<file path="src/rtl/fft_bfp_scale_ctrl_if.sv">
// Sample stream into the BFP scaling controller: valid/data/last from the
// stage memory side, ready back from the controller.
interface fft_bfp_scale_ctrl_if #(
  parameter int DATA_W = 32
);
  logic              in_valid;
  logic [DATA_W-1:0] in_data;
  logic              in_last;
  logic              in_ready;

  modport master (
    output in_valid,
    output in_data,
    output in_last,
    input  in_ready
  );

  modport slave (
    input  in_valid,
    input  in_data,
    input  in_last,
    output in_ready
  );
endinterface

</file>
<file path="src/rtl/fft_bfp_scale_ctrl.sv">
// Block-floating-point scaling controller for the radix-2 FFT.
// Scans every sample entering a stage, finds the worst-case headroom need,
// turns it into the stage's right-shift and accumulates a saturating block
// exponent across the whole transform.
module fft_bfp_scale_ctrl #(
  parameter int DATA_W     = 32,
  parameter int NUM_STAGES = 5,
  parameter int EXP_W      = 4,
  parameter int MAX_SHIFT  = 2
) (
  input  logic                 clk,
  input  logic                 rst,
  input  logic                 start,
  fft_bfp_scale_ctrl_if.slave  s_in,
  output logic [1:0]           shift_amt,
  output logic                 shift_valid,
  output logic [2:0]           stage_idx,
  output logic [EXP_W-1:0]     exp_out,
  output logic                 exp_sat,
  output logic                 busy,
  output logic                 done
);

  typedef enum logic [1:0] {
    S_IDLE,
    S_SCAN,
    S_DECIDE,
    S_DONE
  } state_t;

  localparam logic [1:0]       MAX_SHIFT_L = MAX_SHIFT[1:0];
  localparam logic [2:0]       LAST_STAGE  = 3'(NUM_STAGES - 1);
  localparam logic [EXP_W:0]   EXP_MAX     = {1'b0, {EXP_W{1'b1}}};

  state_t             state_q, state_d;
  logic [2:0]         stage_idx_q, stage_idx_d;
  logic [1:0]         max_need_q, max_need_d;
  logic [1:0]         shift_amt_q, shift_amt_d;
  logic               shift_valid_q, shift_valid_d;
  logic [EXP_W-1:0]   exp_q, exp_d;
  logic               exp_sat_q, exp_sat_d;

  logic [1:0]         re_need, im_need, sample_need, shift_new;
  logic [EXP_W:0]     exp_sum;
  logic               accept;

  // Headroom a 16-bit half needs: 2 if the top two bits disagree, 1 if the
  // next pair disagrees, otherwise the value already fits two shifts.
  function automatic logic [1:0] half_need(input logic [15:0] h);
    logic [1:0] n;
    if (h[15] ^ h[14]) begin
      n = 2'd2;
    end else if (h[14] ^ h[13]) begin
      n = 2'd1;
    end else begin
      n = 2'd0;
    end
    return n;
  endfunction

  // Per-sample need, clamped shift and widened exponent sum used by the FSM.
  always_comb begin
    re_need     = half_need(s_in.in_data[DATA_W-1 -: 16]);
    im_need     = half_need(s_in.in_data[15:0]);
    sample_need = (re_need > im_need) ? re_need : im_need;
    shift_new   = (max_need_q > MAX_SHIFT_L) ? MAX_SHIFT_L : max_need_q;
    exp_sum     = {1'b0, exp_q} + {{(EXP_W-1){1'b0}}, shift_new};
    accept      = s_in.in_valid && (state_q == S_SCAN);
  end

  // Next-state and register updates for the IDLE/SCAN/DECIDE/DONE sequence.
  always_comb begin
    state_d       = state_q;
    stage_idx_d   = stage_idx_q;
    max_need_d    = max_need_q;
    shift_amt_d   = shift_amt_q;
    shift_valid_d = 1'b0;
    exp_d         = exp_q;
    exp_sat_d     = exp_sat_q;

    case (state_q)
      S_IDLE: begin
        if (start) begin
          state_d     = S_SCAN;
          stage_idx_d = '0;
          exp_d       = '0;
          exp_sat_d   = 1'b0;
          max_need_d  = '0;
        end
      end
      S_SCAN: begin
        if (accept) begin
          if (sample_need > max_need_q) begin
            max_need_d = sample_need;
          end
          if (s_in.in_last) begin
            state_d = S_DECIDE;
          end
        end
      end
      S_DECIDE: begin
        shift_amt_d   = shift_new;
        shift_valid_d = 1'b1;
        max_need_d    = '0;
        if (exp_sum > EXP_MAX) begin
          exp_d     = EXP_MAX[EXP_W-1:0];
          exp_sat_d = 1'b1;
        end else begin
          exp_d = exp_sum[EXP_W-1:0];
        end
        if (stage_idx_q == LAST_STAGE) begin
          state_d = S_DONE;
        end else begin
          stage_idx_d = stage_idx_q + 3'd1;
          state_d     = S_SCAN;
        end
      end
      S_DONE: begin
        state_d = S_IDLE;
      end
      default: begin
        state_d = S_IDLE;
      end
    endcase
  end

  // State and result registers with synchronous reset back to IDLE.
  always_ff @(posedge clk) begin
    if (rst) begin
      state_q       <= S_IDLE;
      stage_idx_q   <= '0;
      max_need_q    <= '0;
      shift_amt_q   <= '0;
      shift_valid_q <= 1'b0;
      exp_q         <= '0;
      exp_sat_q     <= 1'b0;
    end else begin
      state_q       <= state_d;
      stage_idx_q   <= stage_idx_d;
      max_need_q    <= max_need_d;
      shift_amt_q   <= shift_amt_d;
      shift_valid_q <= shift_valid_d;
      exp_q         <= exp_d;
      exp_sat_q     <= exp_sat_d;
    end
  end

  assign s_in.in_ready = (state_q == S_SCAN);
  assign shift_amt     = shift_amt_q;
  assign shift_valid   = shift_valid_q;
  assign stage_idx     = stage_idx_q;
  assign exp_out       = exp_q;
  assign exp_sat       = exp_sat_q;
  assign busy          = (state_q != S_IDLE);
  assign done          = (state_q == S_DONE);

endmodule

</file>
<file path="src/flat_wrapper.sv">
// flat-port wrapper written by rule: the top's interface ports become plain ports
module fft_bfp_scale_ctrl_flat 
#(
  parameter int DATA_W     = 32,
  parameter int NUM_STAGES = 5,
  parameter int EXP_W      = 4,
  parameter int MAX_SHIFT  = 2
)
  (clk, rst, start, shift_amt, shift_valid, stage_idx, exp_out, exp_sat, busy, done, s_in_in_valid, s_in_in_data, s_in_in_last, s_in_in_ready);
  fft_bfp_scale_ctrl_if #(.DATA_W(DATA_W)) s_in_i ();
  input  logic clk;
  input  logic rst;
  input  logic start;
  output logic [1:0] shift_amt;
  output logic shift_valid;
  output logic [2:0] stage_idx;
  output logic [EXP_W-1:0] exp_out;
  output logic exp_sat;
  output logic busy;
  output logic done;
  input wire logic [$bits(s_in_i.in_valid)-1:0] s_in_in_valid;
  input wire logic [$bits(s_in_i.in_data)-1:0] s_in_in_data;
  input wire logic [$bits(s_in_i.in_last)-1:0] s_in_in_last;
  output wire logic [$bits(s_in_i.in_ready)-1:0] s_in_in_ready;
  assign s_in_i.in_valid = s_in_in_valid;
  assign s_in_i.in_data = s_in_in_data;
  assign s_in_i.in_last = s_in_in_last;
  assign s_in_in_ready = s_in_i.in_ready;
  fft_bfp_scale_ctrl #(.DATA_W(DATA_W), .NUM_STAGES(NUM_STAGES), .EXP_W(EXP_W), .MAX_SHIFT(MAX_SHIFT)) u_core (.clk(clk), .rst(rst), .start(start), .s_in(s_in_i), .shift_amt(shift_amt), .shift_valid(shift_valid), .stage_idx(stage_idx), .exp_out(exp_out), .exp_sat(exp_sat), .busy(busy), .done(done));
endmodule
</file>
<file path="config.mk">
export PLATFORM = sky130hd
export DESIGN_NAME = fft_bfp_scale_ctrl_flat
export DESIGN_NICKNAME = d
export VERILOG_FILES = /design/src/rtl/fft_bfp_scale_ctrl_if.sv /design/src/rtl/fft_bfp_scale_ctrl.sv /design/src/flat_wrapper.sv
export SDC_FILE = /design/constraint.sdc
export NUM_CORES = 1
export LEC_CHECK = 0
export CAP_MARGIN = 20
export CORE_MARGIN = 10
export CORE_UTILIZATION = 30
export CTS_BUF_LIST = sky130_fd_sc_hd__clkbuf_4 sky130_fd_sc_hd__clkbuf_8 sky130_fd_sc_hd__clkbuf_16
export DETAILED_ROUTE_END_ITERATION = 12
export GPL_TIMING_DRIVEN = 0
export PLACE_DENSITY = 0.65
export REMOVE_ABC_BUFFERS = 1
export SLEW_MARGIN = 20
export SYNTH_ARGS = -nofsm -noshare
export SYNTH_HDL_FRONTEND = slang
export SYNTH_SLANG_ARGS = --single-unit
</file>
<file path="constraint.sdc">
create_clock -name clk -period 2.2 [get_ports clk]
set_input_delay 0.33 -clock clk [delete_from_list [all_inputs] [get_ports clk]]
set_output_delay 0.33 -clock clk [all_outputs]
set_load 0.01 [all_outputs]
</file>
==> results of run 1 <==
[cell type report]
cell class,instances,area [µm²]
clock buffer,4,30.03
fill,277,1573
inverter,7,26.28
multi-input combinational,78,571.8
sequential,15,300.3
tap,31,38.79
timing repair buffer,27,241.5
[placed cells by master (no fill, tap or decap), types with 2 or more instances in the layout]
master           instances
dfxtp_1                 15
buf_2                    4
o21ai_0                  5
a211oi_1                 2
nor2b_1                  4
mux2i_1                  2
a21oi_1                 11
buf_4                    3
nand2_1                 10
nand3_1                  3
clkbuf_4                 4
nor2_1                  10
nand4b_1                 3
ha_1                     6
and2_1                   2
clkdlybuf4s50_1         19
inv_1                    7
[final timing paths]
check	startpoint	end	slack, ps	cells past startpoint
setup / recovery	s_in_in_data[15]	u_core.max_need_q[0]	90	13
hold / removal	u_core.exp_out[0]	u_core.exp_out[0]	470	2
setup reg to reg	u_core.max_need_q[1]	u_core.exp_sat	310	7
hold reg to reg	u_core.exp_out[0]	u_core.exp_out[0]	470	2
[power breakdown]
part           total, W  internal [W]  switching, W
clock          0.000172     0.0000828     0.0000887
sequential     0.000281      0.000274    0.00000665
combinational  0.000105     0.0000561     0.0000489
[cells in the mapped netlist (2+ instances only)]
cell type	instances
a211oi_1	2
a21oi_1	11
and2_1	2
buf_2	2
dfxtp_1	15
ha_1	7
inv_1	7
mux2i_1	2
nand2_1	11
nand3_1	3
nand4b_1	3
nor2_1	10
nor2b_1	4
o21ai_0	5
o221ai_1	2
xnor2_1	2
[per-stage QoR]
stage                     setup TNS (ps)  hold slack, ps
after CTS                              0           472.3
after floorplan                        0           399.1
after global routing                   0           503.9
after detailed placement          -961.2           462.2
after global placement            -785.2           462.9
final                                  0           470.8
[repair_timing]
item                                    4_1_cts  5_1_grt
resized for setup                            24        0
endpoints found under the setup margin        1        1
pin swaps                                     9        1
setup buffers                                 3        0
[flip-flops by register name (all words and copies together), names as in the netlist]
signal / flops
u_core.max_need_q: 2
u_core.shift_valid: 1
u_core.state_q: 2
u_core.shift_amt: 2
u_core.exp_out: 4
u_core.stage_idx: 3
u_core.exp_sat: 1
[logic make-up after synthesis]
| group | Yosys count | synth area share, % |
|---|---|---|
| adder cells (fa/ha/maj) | 8 | 12.29 |
| AO/OA/AOI/OAI | 25 | 18.29 |
| buffers and inverters | 10 | 4.572 |
| XOR/XNOR | 3 | 3.001 |
| flip-flops | 15 | 34.29 |
| AND/OR/NAND/NOR | 40 | 25.29 |
| multiplexers | 2 | 2.286 |
[metal layers]
layer	vias to the layer above	GRT usage, %	wire length (µm)
met5	-	0	0
met4	0	6.211	59
met3	4	1.330	81
met2	14	14.20	1089
met1	378	8.613	850
li1	419	-	-
[worst register-to-register path, delay by kind of cell (launching register included)]
family / cells / cell delay (ps)
DFF: 1 / 450
and+or+nand+nor: 3 / 470
adders and majority gates: 2 / 640
AOI/OAI and AO/OA: 2 / 220
==> flow_metrics.env, run 1 <==
export IMPL_status="complete, no violations"
export IMPL_finalPower_w=0.0005576
export IMPL_cts_buffers=3
export IMPL_async_flop_share_pct=0
export IMPL_grt_max_degree=14
export IMPL_die_y_um=74.03
export IMPL_firstDrtPassIters=4
export IMPL_hold_path_class="register to register"
export IMPL_cp_top_family="compound AO/OA/AOI/OAI gates"
export IMPL_p_leak_nw=0.4826
export IMPL_slew_headroom_pct=70.99
export IMPL_portBuffers=24
export IMPL_clk_path_buf_depth=2
export IMPL_hold_viol=0
export IMPL_post_route_worst_setup_slack_ps=89.48
export IMPL_final_area_um2=1209
export IMPL_max_freq_mhz=473.8
export IMPL_postSynthCellCount=103
export IMPL_grt_pass1_wl_um=3622
export IMPL_gr_usage_all_layers_pct=8.165
export IMPL_worstPathMaxFanout=3
export IMPL_arrival_ps=2280
export IMPL_finalMaxSlewViolations=0
export IMPL_worstMarginPinSlew_ps=433.8
export IMPL_clkSinkCount=15
export IMPL_final_antenna_net_count=0
export IMPL_worstSetupPathType="primary input to register"
export IMPL_grt_antenna_before_repair=0
export IMPL_layout_nets=177
export IMPL_irDropWorstVdd_v=0.0002461
export IMPL_avgRoutedWirePerCell_um=12.84
export IMPL_cts_hold_buf=0
export IMPL_route_vias_total=815
export IMPL_netlist_area_um2=875.8
export IMPL_synth_area_leaders="dfxtp_1 (34%), ha_1 (10%), a21oi_1 (6.3%), nand2_1 (4.7%), nor2_1 (4.3%)"
export IMPL_fp_dieArea_um2=5480
export IMPL_place_gp_congestion=0.7623
export IMPL_dp_worst_setup_slack_ps=-669.6
export IMPL_cts_tree="yes"
export IMPL_cp_cell_sequence="buf_2 -> xnor2_2 -> ha_1 -> o221ai_2 -> a22oi_2 -> ha_4 -> nor2b_1 -> o2111ai_2 -> buf_4 -> buf_4 -> buf_4 -> nand4b_1 -> o31ai_1"
export IMPL_grt_overflow=0
export IMPL_yosysWarnings=0
export IMPL_max_cap_violations=0
export IMPL_ys_seq_elements=15
export IMPL_rsz0062_at_grt="no"
export IMPL_dpl_cell_count=155
export IMPL_viasPerCell=5.031
export IMPL_core_um2=2781
export IMPL_crit_required_ps=2370
export IMPL_synth_top_area_share_pct=34.29
export IMPL_max_stage_delay_ps=320
export IMPL_worstSkewPairLatency_ps=290
export IMPL_rows=19
export IMPL_synth_ff_type="dfxtp_1"
export IMPL_finalCritPeriodShare_pct=95.93
export IMPL_clockRootBuffer="clkbuf_4"
export IMPL_worst_path_max_delay_cell="ha_1"
export IMPL_crit_path_start_kind="primary input"
export IMPL_path_common_cell="buf_4"
export IMPL_end_kind="register"
export IMPL_clkSlewWorstSetupHoldPaths_ps=90
export IMPL_htree_levels=1
export IMPL_worstPathBufferInverterCount=4
export IMPL_yosys_cell_types_count=31
export IMPL_grt_pass1_vias=852
export IMPL_drtIter0Drc=26
export IMPL_synth_area_leader_cell="dfxtp_1"
export IMPL_drive_gt1_share_pct=15.27
export IMPL_antenna_cells=0
export IMPL_fin_cells=162
export IMPL_fin_skew_ps=4.982
export IMPL_setup_viol_count_final=0
export IMPL_dpl_cell_area_um2=1141
export IMPL_drc_errors=0
export IMPL_dpl_hpwl_um=1606
export IMPL_final_util_pct=43.45
export IMPL_io_pins=51
export IMPL_seq_area_frac_synth_pct=34.29
export IMPL_wirelength_um=2080
export IMPL_syn_avg_cell_area_um2=8.503
export IMPL_finalWorstPathRequiredPeriod_ps=2111
export IMPL_die_w_um=74.03
export IMPL_start_util_pct=31.49
export IMPL_synth_edff_count=0
export IMPL_area_delta_synth_final_pct=38.00
export IMPL_power_per_cell_area_nw_per_um2=461.3
No activity file was read; power rests on OpenSTA's default activity.
==> run 2: changes to the inputs <==
Settings changed: ABC_AREA set to 1, PLACE_DENSITY 0.65 to 0.64.
==> flow_metrics.env, run 2 <==
export IMPL_status="complete, no violations"
export IMPL_layout_nets=200
export IMPL_largest_register_ff_count=4
export IMPL_antenna_cells=0
export IMPL_whs_ps=478.2
export IMPL_seq_area_frac_synth_pct=33.06
export IMPL_drc_errors=0
export IMPL_drtIter0Drc=38
export IMPL_slew_headroom_pct=74.39
export IMPL_p_leak_nw=0.5679
export IMPL_r2r_end="u_core.exp_sat"
export IMPL_final_util_pct=43.48
export IMPL_synth_area_leaders="dfxtp_1 (33%), ha_1 (9.6%), inv_1 (9.5%), nand2_1 (9.5%), o21ai_0 (5.5%)"
export IMPL_htree_levels=1
export IMPL_yosysWarnings=0
export IMPL_power_per_cell_area_nw_per_um2=492.6
export IMPL_gr_usage_all_layers_pct=8.141
export IMPL_synthTopCellsByCount="inv_1 (23), nand2_1 (23), dfxtp_1 (15), nor2_1 (11), o21ai_0 (10)"
export IMPL_dpl_hpwl_um=1845
export IMPL_grt_overflow=0
export IMPL_die_y_um=75.03
export IMPL_wirelength_um=2159
export IMPL_portBuffers=24
export IMPL_drive_gt1_share_pct=12.34
export IMPL_clockRootBuffer="clkbuf_4"
export IMPL_rsz0062_at_grt="no"
export IMPL_fillCellCount=296
export IMPL_async_flop_share_pct=0
export IMPL_fp_dieArea_um2=5629
export IMPL_worstSetupPathType="primary input to register"
export IMPL_finalCritPeriodShare_pct=93.19
export IMPL_arrival_ps=2260
export IMPL_crit_required_ps=2410
export IMPL_dr_max_layer_used="met4"
export IMPL_cts_buffers=3
export IMPL_yosys_cell_types_count=21
export IMPL_hold_depth=2
export IMPL_io_pins=51
export IMPL_viasPerCell=4.778
export IMPL_dpl_cell_area_um2=1184
export IMPL_place_gp_congestion=0.8062
export IMPL_synth_ff_type="dfxtp_1"
export IMPL_clkSinkCount=15
export IMPL_hold_end="u_core.exp_sat"
export IMPL_met3_length_um=182
export IMPL_core_um2=2829
export IMPL_layout_common_cells="inv_1 (23), clkdlybuf4s50_1 (23), nand2_1 (22), dfxtp_1 (15), nor2_1 (11)"
export IMPL_firstDrtPassIters=4
export IMPL_end_kind="register"
export IMPL_die_w_um=75.03
export IMPL_grt_pass1_wl_um=3705
export IMPL_max_cap_violations=0
export IMPL_crit_path_start_kind="primary input"
export IMPL_hold_path_class="register to register"
export IMPL_clk_path_buf_depth=2
export IMPL_fin_cells=185
export IMPL_max_freq_mhz=487.7
export IMPL_worst_path_max_delay_cell="clkdlybuf4s50_1"
export IMPL_cts_tree="yes"
export IMPL_grt_antenna_before_repair=0
export IMPL_clkSlewWorstSetupHoldPaths_ps=90
export IMPL_wl_met2_um=993
export IMPL_grt_pass1_vias=921
export IMPL_setup_viol_count_final=0
export IMPL_syn_avg_cell_area_um2=7.153
export IMPL_cp_cell_sequence="clkdlybuf4s50_1 -> xnor2_2 -> ha_1 -> inv_1 -> nand3_1 -> nand2_1 -> nand2_1 -> ha_1 -> nand2_1 -> nand2_1 -> nand2_2 -> nand2_2 -> nor2_1 -> nor2_1 -> nor2_1"
export IMPL_worstSkewPairLatency_ps=270
export IMPL_finalMaxSlewViolations=0
export IMPL_netlist_area_um2=908.4
export IMPL_rows=19
export IMPL_ys_seq_elements=15
export IMPL_synth_edff_count=0
export IMPL_final_area_um2=1230
export IMPL_fin_skew_ps=7.957
export IMPL_avgRoutedWirePerCell_um=11.67
export IMPL_ff2ff_path_depth=8
export IMPL_final_antenna_net_count=0
export IMPL_setup_tns_final_ps=0
export IMPL_worstPathMaxFanout=3
export IMPL_grt_max_degree=10
export IMPL_synth_area_leader_cell="dfxtp_1"
export IMPL_start_util_pct=32.11
export IMPL_worstHoldStart="u_core.exp_sat"
export IMPL_met1Wirelength_um=957
export IMPL_r2r_slack_ps=420
export IMPL_dpl_cell_count=181
export IMPL_timing_rr_start="u_core.max_need_q[1]"
export IMPL_path_common_cell="nand2_1"
export IMPL_postSynthCellCount=127
export IMPL_worstMarginPinSlew_ps=382.9
export IMPL_synth_top_area_share_pct=33.06
export IMPL_route_vias_total=884
export IMPL_area_delta_synth_final_pct=35.40
export IMPL_irDropWorstVdd_v=0.0001799
export IMPL_hold_viol=0
export IMPL_finalWorstPathRequiredPeriod_ps=2050
export IMPL_max_stage_delay_ps=450
## run 2: cell count changes after synthesis, sizes merged, moves of 2 or more
cell,change
a21oi,-3
nor2b,-5
nand3,+6
o21ai,+6
nand2,+16
nor2,+6
buf,-2
mux2i,-2
o221ai,-2
inv,+16
and2,-2
o211ai,+2
nand4b,-3
## run 2: layout make-up
| class | count | area, µm² | share of cell area [%] |
|---|---|---|---|
| clock buffers | 4 | 30.03 | 2.442 |
| well taps | 31 | 38.79 | 3.154 |
| inverters | 23 | 86.33 | 7.019 |
| multi-input cells | 88 | 531.8 | 43.23 |
| flip-flops and latches | 15 | 300.3 | 24.42 |
| repair buffers | 24 | 242.7 | 19.74 |
## run 2: worst max-delay path by stage
| stage | from | to | slack [ps] | cells after the start |
|---|---|---|---|---|
| detailed placement | s_in_in_data[30] | u_core.max_need_q[0] | -240 | 17 |
| CTS | s_in_in_data[30] | u_core.max_need_q[0] | 50 | 17 |
| global route | s_in_in_data[30] | u_core.max_need_q[0] | 2 | 15 |
| floorplan | s_in_in_data[30] | u_core.max_need_q[0] | 400 | 14 |
| finish | s_in_in_data[30] | u_core.max_need_q[0] | 150 | 15 |
| global placement | s_in_in_data[30] | u_core.max_need_q[0] | -170 | 15 |
## run 2: logic make-up after synthesis
family | synth area share [%]
simple gates | 27.55
buf+inv | 9.917
compound gates | 14.74
flops | 33.06
fa+ha+maj | 11.85
xor+xnor | 2.893
## run 2: layer usage
metal | vias to the layer above | global-route usage [%]
li1 | 456 | -
met1 | 403 | 8.591
met2 | 23 | 14.67
met3 | 2 | 2.628
met4 | 0 | 3.151
met5 | - | 0
## run 2: worst max-delay path: cells and delay by family
family | cells | cell delay [ps]
AND/OR/NAND/NOR | 10 | 690
adder cells (fa/ha/maj) | 2 | 560
buffers and inverters | 2 | 500
XOR/XNOR | 1 | 160
## run 2: through the flow
| stage | setup slack [ps] | total power, W |
|---|---|---|
| after floorplan | 402.1 | 0.0003841 |
| after global placement | -169.5 | 0.0004398 |
| after detailed placement | -236.9 | 0.0004444 |
| after CTS | 54.69 | 0.0006123 |
| after global routing | 1.901 | 0.0006513 |
| final | 149.7 | 0.0006058 |
## run 2: report_power, final
part	internal (W)	switching, W	total [W]
clock network	0.0000824	0.0000828	0.000165
logic	0.0000694	0.0000794	0.000149
registers	0.000281	0.0000109	0.000292
total	0.000433	0.000173	0.000606
## run 2: what timing repair did
action,CTS,global route
endpoints found under the setup margin,0,2
buffers inserted,0,0
gates resized for setup,0,4
hold buffers,0,0
